[src/rtl/fpu_pkg.sv]
// Shared FPU definitions: funct codes, canonical NaN,
// default writeback depth and the buffered result bundle.
package fpu_pkg;

    localparam logic [2:0] FN_FLE  = 3'b000;
    localparam logic [2:0] FN_FLT  = 3'b001;
    localparam logic [2:0] FN_FEQ  = 3'b010;
    localparam logic [2:0] FN_FMIN = 3'b100;
    localparam logic [2:0] FN_FMAX = 3'b101;

    localparam logic [31:0] CANON_NAN = 32'h7FC0_0000;

    localparam int DEFAULT_DEPTH = 2;

    typedef struct packed {
        logic [31:0] data;
        logic [4:0]  rd;
        logic        nv;
    } wb_t;

endpackage

[src/rtl/fpu_wb_fifo.sv]
// Small valid/ready result buffer; output is zero while empty
// so nothing stale is visible after reset.
module fpu_wb_fifo #(
    parameter int WIDTH = 38,
    parameter int DEPTH = 2
) (
    input  logic             clk,
    input  logic             rst_n,
    input  logic             in_valid,
    output logic             in_ready,
    input  logic [WIDTH-1:0] in_data,
    output logic             out_valid,
    input  logic             out_ready,
    output logic [WIDTH-1:0] out_data
);

    localparam int AW = (DEPTH > 1) ? $clog2(DEPTH) : 1;

    logic [WIDTH-1:0] mem [DEPTH];
    logic [AW-1:0]    wr_ptr;
    logic [AW-1:0]    rd_ptr;
    logic [AW:0]      count;
    logic             push;
    logic             pop;

    assign in_ready  = count < (AW+1)'(DEPTH);
    assign out_valid = count != '0;
    assign push      = in_valid & in_ready;
    assign pop       = out_valid & out_ready;
    assign out_data  = out_valid ? mem[rd_ptr] : '0;

    always_ff @(posedge clk) begin
        if (push) begin
            mem[wr_ptr] <= in_data;
        end
    end

    // Pointers wrap naturally since DEPTH is a power of two
    always_ff @(posedge clk or negedge rst_n) begin
        if (!rst_n) begin
            wr_ptr <= '0;
            rd_ptr <= '0;
            count  <= '0;
        end else begin
            if (push) begin
                wr_ptr <= wr_ptr + 1'b1;
            end
            if (pop) begin
                rd_ptr <= rd_ptr + 1'b1;
            end
            if (push && !pop) begin
                count <= count + 1'b1;
            end else if (pop && !push) begin
                count <= count - 1'b1;
            end
        end
    end

endmodule

[src/rtl/fpu_cmp_writeback.sv]
// FP compare / min / max result stage with buffered writeback
// and a sticky invalid-operation flag.
module fpu_cmp_writeback
    import fpu_pkg::*;
#(
    parameter int DEPTH = DEFAULT_DEPTH
) (
    input  logic        clock,
    input  logic        reset_n,
    input  logic        io_in_valid,
    output logic        io_in_ready,
    input  logic [31:0] io_in_a,
    input  logic [31:0] io_in_b,
    input  logic [2:0]  io_in_funct,
    input  logic [4:0]  io_in_rd,
    input  logic        io_a_hi_b,
    input  logic        io_a_equal_b,
    output logic        io_out_valid,
    input  logic        io_out_ready,
    output logic [31:0] io_out_data,
    output logic [4:0]  io_out_rd,
    output logic        io_out_nv,
    output logic        io_fflags_nv,
    input  logic        io_fflags_clear
);

    logic        a_nan, b_nan, a_snan, b_snan;
    logic        any_nan, any_snan, lt, acc;
    logic [31:0] fmin_v, fmax_v;
    wb_t         res, head;

    assign a_nan    = (io_in_a[30:23] == 8'hFF) && (io_in_a[22:0] != '0);
    assign b_nan    = (io_in_b[30:23] == 8'hFF) && (io_in_b[22:0] != '0);
    assign a_snan   = a_nan & ~io_in_a[22];
    assign b_snan   = b_nan & ~io_in_b[22];
    assign any_nan  = a_nan | b_nan;
    assign any_snan = a_snan | b_snan;
    assign lt       = ~io_a_hi_b & ~io_a_equal_b;

    always_comb begin
        fmin_v = lt ? io_in_a : io_in_b;
        fmax_v = lt ? io_in_b : io_in_a;
        if (a_nan && b_nan) begin
            fmin_v = CANON_NAN;
            fmax_v = CANON_NAN;
        end else if (a_nan) begin
            fmin_v = io_in_b;
            fmax_v = io_in_b;
        end else if (b_nan) begin
            fmin_v = io_in_a;
            fmax_v = io_in_a;
        end else if (io_a_equal_b && (io_in_a[31] != io_in_b[31])) begin
            // +0 vs -0: pick by sign
            fmin_v = io_in_a[31] ? io_in_a : io_in_b;
            fmax_v = io_in_a[31] ? io_in_b : io_in_a;
        end
    end

    always_comb begin
        res    = '0;
        res.rd = io_in_rd;
        unique case (1'b1)
            io_in_funct == FN_FLE: begin
                res.data = {31'b0, (lt | io_a_equal_b) & ~any_nan};
                res.nv   = any_nan;
            end
            io_in_funct == FN_FLT: begin
                res.data = {31'b0, lt & ~any_nan};
                res.nv   = any_nan;
            end
            io_in_funct == FN_FEQ: begin
                res.data = {31'b0, io_a_equal_b & ~any_nan};
                res.nv   = any_snan;
            end
            io_in_funct == FN_FMIN: begin
                res.data = fmin_v;
                res.nv   = any_snan;
            end
            io_in_funct == FN_FMAX: begin
                res.data = fmax_v;
                res.nv   = any_snan;
            end
            default: begin
                res.data = '0;
                res.nv   = 1'b0;
            end
        endcase
    end

    fpu_wb_fifo #(
        .WIDTH($bits(wb_t)),
        .DEPTH(DEPTH)
    ) u_fifo (
        .clk      (clock),
        .rst_n    (reset_n),
        .in_valid (io_in_valid),
        .in_ready (io_in_ready),
        .in_data  (res),
        .out_valid(io_out_valid),
        .out_ready(io_out_ready),
        .out_data (head)
    );

    assign io_out_data = head.data;
    assign io_out_rd   = head.rd;
    assign io_out_nv   = head.nv;
    assign acc         = io_in_valid & io_in_ready;

    always_ff @(posedge clock or negedge reset_n) begin
        if (!reset_n) begin
            io_fflags_nv <= 1'b0;
        end else if (acc && res.nv) begin
            io_fflags_nv <= 1'b1;
        end else if (io_fflags_clear) begin
            io_fflags_nv <= 1'b0;
        end
    end

endmodule

[config.mk]
export PLATFORM = sky130hd
export DESIGN_NAME = fpu_cmp_writeback
export DESIGN_NICKNAME = d
export VERILOG_FILES = /design/src/rtl/fpu_pkg.sv /design/src/rtl/fpu_wb_fifo.sv /design/src/rtl/fpu_cmp_writeback.sv
export SDC_FILE = /design/constraint.sdc
export NUM_CORES = 1
export LEC_CHECK = 0
export CORE_ASPECT_RATIO = 0.8
export CORE_UTILIZATION = 51
export DETAILED_ROUTE_END_ITERATION = 7
export HOLD_SLACK_MARGIN = 0.1
export PLACE_DENSITY = 0.93
export SLEW_MARGIN = 25
export SYNTH_ARGS = -nofsm -noshare
export SYNTH_HDL_FRONTEND = slang
export SYNTH_HIERARCHICAL = 1
export SYNTH_SLANG_ARGS = --single-unit
export TNS_END_PERCENT = 30
[constraint.sdc]
create_clock -name clock -period 7.01 [get_ports clock]
set_input_delay 2.103 -clock clock [delete_from_list [all_inputs] [get_ports clock]]
set_output_delay 2.103 -clock clock [all_outputs]
set_load 0.03 [all_outputs]
==> metrics.log, run 1 <==
[metrics] die area: 8171 µm²
[metrics] maximum VDD drop: 0.0002231 V
[metrics] clock buffer count from CTS: 9
[metrics] worst setup path category: in2reg
[metrics] final-stage net count: 503
[metrics] Max-Slew Margin vs Limit: 36.90%
[metrics] origin of the worst setup path: io_in_a[31]
[metrics] synthesized instance count: 305
[metrics] sequential-to-total area share from yosys stat: 60.43%
[metrics] Cell Chain, Critical Path: clkdlybuf4s50_1, inv_1, ha_1, nand3_1, o21ai_0, xnor2_1, o21bai_4, nor2_2, a22o_1
[metrics] cell area after layout: 5423 µm²
[metrics] Syn. warnings: 6
[metrics] initial antenna violation count: 0
[metrics] Final min period: 4641 ps
[metrics] Total Routed Length: 9.568 mm
[metrics] post-CTS setup buffers: 0
[metrics] CTS-repair resized insts: 0
[metrics] met1 track utilization from global routing: 28.56%
[metrics] Worst Clk Skew: 4.310 ps
[metrics] Core Box Area: 7462 µm²
[metrics] H-tree lvl count: 3
[metrics] die outline width: 100.8 µm
[metrics] setup repair after global routing missed its margin: false
[metrics] slowest cell on the critical path: nor2_2
[metrics] class of the most critical hold timing path: reg2reg
[metrics] post-synthesis instance area: 3984 µm²
[metrics] gpl congestion: 0.9095
[metrics] flop and latch count out of synthesis: 81
[metrics] clk root buf: clkbuf_8
[metrics] met3 Use GR: 7.057%
[metrics] cell types with the highest counts after synthesis: edfxtp_1, nor2_1, mux2i_1
[metrics] standard-cell row count: 28
[metrics] clock insertion delay at the later pin of the skew report: 340 ps
[metrics] summed negative setup slack over all endpoints: 0 ps
[metrics] I/O Buffers: 119
[metrics] top cells by area in the synthesized netlist: edfxtp_1, mux2i_1, nor2_1, a22o_1, dfrtp_1
[metrics] clk buf depth: 2
[metrics] Static Leakage: 2.003 nW
[metrics] CP arrival: 4840 ps
[metrics] Global Route Usage Sum: 23.75%
[metrics] number of synthesized flops with an enable pin: 76
[metrics] post-DR wirelength/cell: 18.05 µm
[metrics] GR Util met2: 40.75%
[metrics] fraction of synthesized cell area taken by the top area cell type: 57.29%
[metrics] crit share post-route: 66.21%
[metrics] FMAX: 215.5 MHz
[metrics] initial core utilization: 53.39%
[metrics] clock-pin slew reported for the worst setup and hold paths after clock tree synthesis: 80 ps
[metrics] worst setup timing slack at the placement stage: 2071 ps
[metrics] Non-Filler Instances: 530
[metrics] Antenna Cells: 0
[metrics] DRT Pass-1 Iters: 7
[metrics] library cell occupying the most area in the post-synthesis netlist: edfxtp_1
[metrics] predominant post-synthesis flop cell: edfxtp_1
[metrics] kind of launch point of the worst setup path: input pin
[metrics] register cell area after layout: 2411 µm²
[metrics] residual antenna-violating net count after detailed routing: 0
[metrics] number of hold violations in the final report: 0
[metrics] number of placed cells counting well taps: 514
[metrics] detailed-route DRC error count: 0
[metrics] Final setup violation count: 0
[metrics] placed wire-length estimate: 6.674 mm
[metrics] largest stage delay on the critical path: 730 ps
[metrics] post-synthesis cell type count: 40
[metrics] leftover overflow at the end of global routing: 0
[metrics] layout overhead on the synthesized area: 36.12%
[metrics] ys async rst share: 6.173%
[metrics] # Max-Cap Violations: 0
[metrics] outcome: completed
[metrics] number of global-route vias before repair: 2921
[metrics] Avg Vias per Cell: 5.774
[metrics] transition time at the pin with the least slew margin: 946.5 ps
[metrics] Area after DPL: 5164 µm²
[metrics] Num Clock Sinks: 81
[metrics] area of the multi-input gates: 1396 µm²
[metrics] global-route wire length before repair: 14.30 mm
[metrics] Worst Path Required: 7210 ps
[metrics] Pwr Total: 2.025 mW
[metrics] total nets after synthesis: 387
[metrics] Post-Syn Area per Cell: 13.06 µm²
[metrics] kind of capture point of the worst setup path: flip-flop
[metrics] vias: 3060
[metrics] quantity of hold-fixing buffers added after cts: 0
[metrics] max-slew violation count: 0
[metrics] DRT iter0 DRCs: 207
[metrics] # fillers: 527
[metrics] Die Y: 81.05 µm
[metrics] Pwr per Cell Area: 373.4 nW/µm²
[metrics] R2R Path Start: u_fifo/count[1]
[metrics] TritonCTS clock tree: yes
[metrics] post-route worst setup slack: 2369 ps
[metrics] I/O Pins: 120
[metrics] cell with the most instances after synthesis: edfxtp_1
[metrics] startpoint of the tightest hold check path: io_fflags_nv
[metrics] fraction of layout cells with a size suffix above 1: 6.353%
[metrics] most utilized layer in the global route result: met2
[metrics] largest net degree at the start of global routing: 40
[metrics] Crit Path Max Fanout: 20
-- metal layers --
layer | up-vias | share of wire [%] | routed length (µm)
li1 | 1390 | - | -
met1 | 1481 | 40 | 3800
met2 | 173 | 50 | 4810
met3 | 16 | 8.1 | 779
met4 | 0 | 1.8 | 176
met5 | - | 0 | 0
-- critical path: cells and delay by family --
kind / cells / cell delay (ps)
AO/OA/AOI/OAI: 3 / 550
XOR/XNOR: 1 / 360
adder cells (fa/ha/maj): 1 / 350
buffers and inverters: 2 / 650
AND/OR/NAND/NOR: 2 / 830
-- metrics by stage --
stage          util [%]  hold WS [ps]
2_1_floorplan         -         455.5
3_3_place_gp      69.16         471.0
3_5_place_dp      69.20         501.8
4_1_cts           72.30         519.9
5_1_grt           72.67         545.3
6_report          72.67         509.8
-- state kept, by name, indices dropped and copies added (netlist names) --
name,flops
u_fifo/mem,76
u_fifo/count,2
io_fflags_nv,1
u_fifo/rd_ptr,1
u_fifo/wr_ptr,1
-- power breakdown --
group	switching (mW)	total (mW)	internal [mW]
combinational	0.516	0.907	0.391
sequential	0.0869	0.726	0.639
clock	0.159	0.392	0.233
total	0.762	2.02	1.26
-- area by class of cell --
| type | instances | share of cell area (%) |
|---|---|---|
| well taps | 105 | 2.423 |
| clock inverters | 6 | 1.984 |
| multi-input cells | 201 | 25.75 |
| inverters | 7 | 0.4845 |
| repair buffers | 121 | 22.61 |
| flip-flops and latches | 81 | 44.46 |
| clock buffers | 9 | 2.284 |
-- cell usage in the layout, fill, tap and decap left out, drive strengths merged, types with 4 or more instances in the layout --
cell type	Yosys	layout
a22oi	4	4
clkdlybuf4s50	0	119
inv	7	7
nor4	10	10
a21oi	7	7
nand2	11	11
o21ai	8	8
nor2	52	52
mux2i	40	40
a22o	20	20
nor2b	4	4
edfxtp	76	76
xnor2	5	5
nand4	6	6
dfrtp	5	5
clkbuf	1	9
nor3	5	5
-- kinds of logic after synthesis --
group | count (synthesis) | share of synthesized area (%)
buf+inv | 23 | 4.805
simple gates | 96 | 11.53
flops | 81 | 60.43
xor+xnor | 8 | 1.759
compound gates | 54 | 10.49
mux | 40 | 10.05
fa+ha+maj | 3 | 0.9423
-- path summary, 6_finish.rpt --
path,end,slack [ps],cells after the start
setup / recovery,u_fifo/mem[1][12],2370,9
hold / removal,io_fflags_nv,510,1
setup reg to reg,u_fifo/mem[1][29],5070,2
hold reg to reg,io_fflags_nv,510,1
max in group asynchronous,u_fifo/rd_ptr,4810,1
min in group asynchronous,u_fifo/wr_ptr,1980,1
(Power assumes the default switching activity.)
==> run 2, diff against run 1 <==
CORE_UTILIZATION = 47   (was 51)
PLACE_DENSITY = 0.87   (was 0.93)
clock period = 4.45 ns   (was 7.01 ns; I/O delays follow)
==> run 2 against run 1 <==
Non-clock buffer count up 3. Cell count is 1.3% higher. Sequential power up 50%. Final area rose by 0.51%. Sequential share of layout area down 0.27 points. Utilization fell by 5.0 points. Sequential cell count is the same. Worst setup slack worse by 1800 ps. Routed wire length down 2.3%. Die area up 8.3%. Register-to-register slack worse by 2500 ps.
==> metrics.log, run 2 (same netlist as run 1, synthesis figures left out) <==
[metrics] outcome: completed
[metrics] placed wire-length estimate: 6.851 mm (+2.7%)
[metrics] FMAX: 258.8 MHz
[metrics] Static Leakage: 2.019 nW (+0.77%)
[metrics] GR Util met2: 38.41% (-2.3 points)
[metrics] Num Clock Sinks: 81 (unchanged)
[metrics] Final min period: 3864 ps
[metrics] clock insertion delay at the later pin of the skew report: 350 ps (about the same)
[metrics] kind of launch point of the worst setup path: input pin
[metrics] DRT Pass-1 Iters: 5 (-2)
[metrics] commonest non-fill, non-tap cells in the layout: clkdlybuf4s50_1, edfxtp_1, nor2_1, mux2i_1, a22o_1
[metrics] startpoint of the tightest hold check path: io_fflags_nv
[metrics] Critical path destination: u_fifo/mem[1][25]
[metrics] summed negative setup slack over all endpoints: 0 ps (unchanged)
[metrics] fraction of layout cells with a size suffix above 1: 6.993% (+0.64 points)
[metrics] number of hold violations in the final report: 0 (unchanged)
[metrics] cell area after layout: 5450 µm² (+0.51%)
[metrics] Final setup violation count: 0 (unchanged)
[metrics] Crit Path Max Fanout: 20 (unchanged)
[metrics] post-DR wirelength/cell: 17.41 µm (-3.6%)
[metrics] worst setup path category: in2reg
[metrics] Worst Clk Skew: 4.584 ps (+0.2746 ps)
[metrics] met3 Use GR: 3.727% (-3.3 points)
[metrics] clk buf depth: 2 (unchanged)
[metrics] most common cell after layout, fill and taps aside: clkdlybuf4s50_1
[metrics] Top reg by flops: u_fifo/mem
[metrics] most utilized layer in the global route result: met2
[metrics] crit share post-route: 86.84%
[metrics] clock buffer count from CTS: 9 (unchanged)
[metrics] R2R Path Start: u_fifo/count[0]
[metrics] # Max-Cap Violations: 0 (unchanged)
[metrics] clock-pin slew reported for the worst setup and hold paths after clock tree synthesis: 80 ps (about the same)
[metrics] DRT iter0 DRCs: 135 (-35%)
[metrics] CP arrival: 4070 ps (-770 ps)
[metrics] initial core utilization: 49.46% (-3.9 points)
[metrics] I/O Pins: 120 (unchanged)
[metrics] number of global-route vias before repair: 2920 (-0.034%)
[metrics] Total Routed Length: 9.350 mm (-2.3%)
[metrics] kind of capture point of the worst setup path: flip-flop
[metrics] setup repair after global routing missed its margin: false
[metrics] Area after DPL: 5207 µm² (+0.85%)
[metrics] vias: 2954 (-3.5%)
[metrics] transition time at the pin with the least slew margin: 912.6 ps (-33.89 ps)
[metrics] clk root buf: clkbuf_8
[metrics] detailed-route DRC error count: 0 (unchanged)
[metrics] Die Y: 84.35 µm (+4.1%)
[metrics] Global Route Usage Sum: 22.17% (-1.6 points)
[metrics] Core Box Area: 8055 µm² (+7.9%)
[metrics] residual antenna-violating net count after detailed routing: 0 (unchanged)
[metrics] Avg Vias per Cell: 5.501 (-4.7%)
[metrics] number of cells on the worst reg-to-reg path: 7 (+5)
[metrics] worst reg2reg setup slack: 2560 ps (-2510 ps)
[metrics] quantity of hold-fixing buffers added after cts: 0 (unchanged)
[metrics] max-slew violation count: 0 (unchanged)
[metrics] flip-flop count of the largest register after layout: 76 (unchanged)
[metrics] global-route wire length before repair: 14.68 mm (+2.6%)
[metrics] Worst Path Required: 4660 ps (-2550 ps)
[metrics] # fillers: 604 (+15%)
[metrics] die outline width: 104.9 µm (+4.1%)
[metrics] largest net degree at the start of global routing: 39 (-2.5%)
[metrics] H-tree lvl count: 3 (unchanged)
[metrics] final-stage net count: 506 (+0.60%)
[metrics] leftover overflow at the end of global routing: 0 (unchanged)
[metrics] number of placed cells counting well taps: 521 (+1.4%)
[metrics] Antenna Cells: 0 (unchanged)
[metrics] TritonCTS clock tree: yes
[metrics] origin of the worst setup path: io_in_a[31]
[metrics] initial antenna violation count: 0 (unchanged)
[metrics] met1 track utilization from global routing: 27.59% (-0.98 points)
[metrics] I/O Buffers: 119 (unchanged)
[metrics] maximum VDD drop: 0.0002847 V (+28%)
[metrics] Non-Filler Instances: 537 (+1.3%)
[metrics] class of the most critical hold timing path: reg2reg
[metrics] gpl congestion: 0.9493 (+4.4%)
[metrics] CTS-repair resized insts: 0 (unchanged)
[metrics] Pwr per Cell Area: 588.9 nW/µm² (+58%)
[metrics] critical register-to-register path endpoint: u_fifo/count[1]
[metrics] post-CTS setup buffers: 0 (unchanged)
[metrics] Max-Slew Margin vs Limit: 39.09% (+2.2 points)
[metrics] standard-cell row count: 29 (+3.6%)
[metrics] die area: 8851 µm² (+8.3%)
[metrics] largest registers: u_fifo/mem x76, u_fifo/count x2
[metrics] layout overhead on the synthesized area: 36.81%
## run 2: cell types whose count changed in the layout (fill, tap and decap cells not counted)
| cell | before | now |
|---|---|---|
| clkinv_2 | 2 | 0 |
| dfrtp_2 | 0 | 1 |
| clkinv_1 | 0 | 1 |
| buf_12 | 0 | 1 |
| clkinv_4 | 0 | 2 |
| dfrtp_4 | 1 | 0 |
| buf_4 | 1 | 4 |
| buf_16 | 1 | 0 |
## run 2: report_power, final
group	total, mW	switching, mW	leakage [nW]	internal, mW
Sequential	1.09	0.0909	0.778	1.00
Combinational	1.48	0.855	1.12	0.627
Clock	0.633	0.261	0.117	0.372
## run 2: stage by stage
step           util, %  total power, mW  hold WS, ps  setup WS [ps]
6_report         67.66            3.210        540.7          585.6
5_1_grt          67.66            3.357        559.8          451.5
4_1_cts          67.66            3.234        542.7          627.6
3_5_place_dp     64.65            2.602        524.6          263.1
3_3_place_gp     64.65            2.580        471.7          335.2
2_1_floorplan        -            2.052        455.5          688.3
## run 2: worst max-delay path, stage by stage
cell	delay (ps)
clkdlybuf4s50_1	550
inv_1	80
ha_1	350
nand3_1	100
o21ai_0	150
xnor2_1	390
o21bai_4	120
nor2_2	710
a22o_1	270
## run 2: routing by layer
layer | share of wire, % | wire length (µm)
met4 | 1.9 | 176
met3 | 5.8 | 546
met1 | 42 | 3950
met2 | 50 | 4677
met5 | 0 | 0
## run 2: how the worst min path moves through the flow
stage                    end  slack (ps)  cells past startpoint
2_1_floorplan  u_fifo/wr_ptr         460                      1
3_3_place_gp    io_fflags_nv         470                      1
3_5_place_dp    io_fflags_nv         520                      1
4_1_cts         io_fflags_nv         540                      1
5_1_grt         io_fflags_nv         560                      1
6_report        io_fflags_nv         540                      1
## run 2: area by class of cell
type                            count  area [µm²]  area share (%)
Sequential cell                    81        2409           44.19
Multi-Input combinational cell    201        1396           25.62
Timing Repair Buffer              124        1241           22.77
Tap cell                          108       135.1           2.479
Clock buffer                        9       123.9           2.273
Clock inverter                      7       118.9           2.181
Inverter                            7       26.28          0.4821
==> run 3, diff against run 2 <==
CTS_CLUSTER_SIZE = 14   (was not set)
clock period = 4.4 ns   (was 4.45 ns; I/O delays follow)
==> run 3 against run 2 <==
Worst hold slack worse by 40 ps. Clock-buffer cell count is 2 higher. Die area stayed put. Sequential share of layout area is 0.65 points higher. Routed wire length is 3.0% lower. Non-clock buffer count stayed put. Largest cell class unchanged.
==> metrics.log, run 3 (same netlist as run 1, synthesis figures left out) <==
[metrics] outcome: completed
[metrics] flip-flop count of the largest register after layout: 76 (unchanged)
[metrics] H-tree lvl count: 3 (unchanged)
[metrics] DRT iter0 DRCs: 91 (-33%)
[metrics] clock insertion delay at the later pin of the skew report: 340 ps (about the same)
[metrics] Antenna Cells: 0 (unchanged)
[metrics] transition time at the pin with the least slew margin: 948.3 ps (+35.62 ps)
[metrics] DRT Pass-1 Iters: 4 (-1)
[metrics] vias: 2926 (-0.95%)
[metrics] final-stage net count: 506 (unchanged)
[metrics] Core Box Area: 8055 µm² (unchanged)
[metrics] clk root buf: clkbuf_8
[metrics] TritonCTS clock tree: yes
[metrics] number of hold violations in the final report: 0 (unchanged)
[metrics] post-route worst setup slack: 572.7 ps (-12.97 ps)
[metrics] clk buf depth: 2 (unchanged)
[metrics] die outline width: 104.9 µm (unchanged)
[metrics] Global Route Usage Sum: 21.00% (-1.2 points)
[metrics] kind of launch point of the worst setup path: input pin
[metrics] Critical path destination: u_fifo/mem[0][20]
[metrics] initial core utilization: 49.46% (unchanged)
[metrics] standard-cell row count: 29 (unchanged)
[metrics] detailed-route DRC error count: 0 (unchanged)
[metrics] max-slew violation count: 0 (unchanged)
[metrics] post-DR wirelength/cell: 16.90 µm (-3.0%)
[metrics] maximum VDD drop: 0.0003010 V (+5.7%)
[metrics] class of the most critical hold timing path: reg2reg
[metrics] Worst Path Required: 4590 ps (-70 ps)
[metrics] post-CTS setup buffers: 0 (unchanged)
[metrics] R2R Path Start: u_fifo/count[1]
[metrics] most common cell after layout, fill and taps aside: clkdlybuf4s50_1
[metrics] Top reg by flops: u_fifo/mem
[metrics] kind of capture point of the worst setup path: flip-flop
[metrics] Static Leakage: 1.975 nW (-2.2%)
[metrics] Worst Clk Skew: 7.399 ps (+2.815 ps)
[metrics] gpl congestion: 0.9487 (about the same)
[metrics] critical register-to-register path endpoint: u_fifo/mem[1][20]
[metrics] FMAX: 261.3 MHz
[metrics] I/O Buffers: 119 (unchanged)
[metrics] quantity of hold-fixing buffers added after cts: 0 (unchanged)
[metrics] commonest non-fill, non-tap cells in the layout: clkdlybuf4s50_1, edfxtp_1, nor2_1, mux2i_1, a22o_1
[metrics] number of global-route vias before repair: 2898 (-0.75%)
[metrics] # Max-Cap Violations: 0 (unchanged)
[metrics] die area: 8851 µm² (unchanged)
[metrics] Max-Slew Margin vs Limit: 36.78% (-2.3 points)
[metrics] global-route wire length before repair: 14.08 mm (-4.1%)
[metrics] Num Clock Sinks: 81 (unchanged)
[metrics] cell count of the worst hold path: 1 (unchanged)
[metrics] setup repair after global routing missed its margin: false
[metrics] Die Y: 84.35 µm (unchanged)
[metrics] clock-pin slew reported for the worst setup and hold paths after clock tree synthesis: 80 ps (about the same)
[metrics] largest net degree at the start of global routing: 39 (unchanged)
[metrics] summed negative setup slack over all endpoints: 0 ps (unchanged)
[metrics] number of placed cells counting well taps: 521 (unchanged)
[metrics] CP arrival: 4020 ps (-50 ps)
[metrics] Pwr Total: 3.055 mW (-4.8%)
[metrics] largest registers: u_fifo/mem x76, u_fifo/count x2
[metrics] leftover overflow at the end of global routing: 0 (unchanged)
[metrics] worst setup path category: in2reg
[metrics] initial antenna violation count: 0 (unchanged)
[metrics] origin of the worst setup path: io_in_a[31]
[metrics] residual antenna-violating net count after detailed routing: 0 (unchanged)
[metrics] layout overhead on the synthesized area: 34.83%
[metrics] number of cells on the worst reg-to-reg path: 2 (-5)
[metrics] Total Routed Length: 9.074 mm (-3.0%)
[metrics] Final min period: 3827 ps
[metrics] clock buffer count from CTS: 9 (unchanged)
[metrics] Non-Filler Instances: 537 (unchanged)
[metrics] CTS-repair resized insts: 0 (unchanged)
[metrics] I/O Pins: 120 (unchanged)
[metrics] worst setup timing slack at the placement stage: 256.1 ps (-7.065 ps)
[metrics] worst reg2reg setup slack: 2470 ps (-90 ps)
[metrics] Pwr per Cell Area: 568.7 nW/µm² (-3.4%)
[metrics] crit share post-route: 86.99%
[metrics] Final setup violation count: 0 (unchanged)
[metrics] placed wire-length estimate: 6.739 mm (-1.6%)
[metrics] Avg Vias per Cell: 5.449 (-0.95%)
[metrics] Crit Path Max Fanout: 20 (unchanged)
[metrics] fraction of layout cells with a size suffix above 1: 6.760% (-0.23 points)
-- run 3: routing by layer --
layer | up-vias | part of all wire, % | GRT usage [%]
met5 | - | 0 | 0
met3 | 7 | 5.2 | 5.047
met4 | 0 | 0.95 | 6.786
met1 | 1424 | 43 | 25.53
met2 | 105 | 51 | 37.03
li1 | 1390 | - | -
-- run 3: worst max-delay path, stage by stage --
cell and delay (ps):
clkdlybuf4s50_1 550, inv_1 90, ha_1 350, nand3_1 100
o21ai_0 150, xnor2_1 360, o21bai_4 120, nor2_2 700
a22o_1 270
-- run 3: power breakdown --
part | internal (mW) | total, mW | switching [mW]
registers | 1.02 | 1.12 | 0.107
clock network | 0.203 | 0.448 | 0.246
logic | 0.636 | 1.48 | 0.847
-- run 3: cell type report --
cell class | count | area [µm²]
clock buffers | 11 | 131.4
clock inverters | 5 | 32.53
fillers | 612 | 2684
inverters | 7 | 26.28
multi-input cells | 201 | 1396
flip-flops and latches | 81 | 2409
well taps | 108 | 135.1
repair buffers | 124 | 1241
-- run 3: through the flow --
stage / cell area (µm²) / hold WS (ps) / util (%)
finish: 5371 / 501.1 / 66.68
global route: 5371 / 543.5 / 66.68
CTS: 5371 / 506.7 / 66.68
detailed placement: 5207 / 489.5 / 64.65
global placement: 5207 / 470.3 / 64.65
floorplan: 3984 / 455.5 / -
-- run 3: worst min path at each step --
| stage | from | to | slack (ps) |
|---|---|---|---|
| finish | io_fflags_nv | io_fflags_nv | 500 |
| global route | io_fflags_nv | io_fflags_nv | 540 |
| CTS | io_fflags_nv | io_fflags_nv | 510 |
| detailed placement | io_fflags_nv | io_fflags_nv | 490 |
| global placement | io_fflags_nv | io_fflags_nv | 470 |
| floorplan | u_fifo/wr_ptr | u_fifo/wr_ptr | 460 |
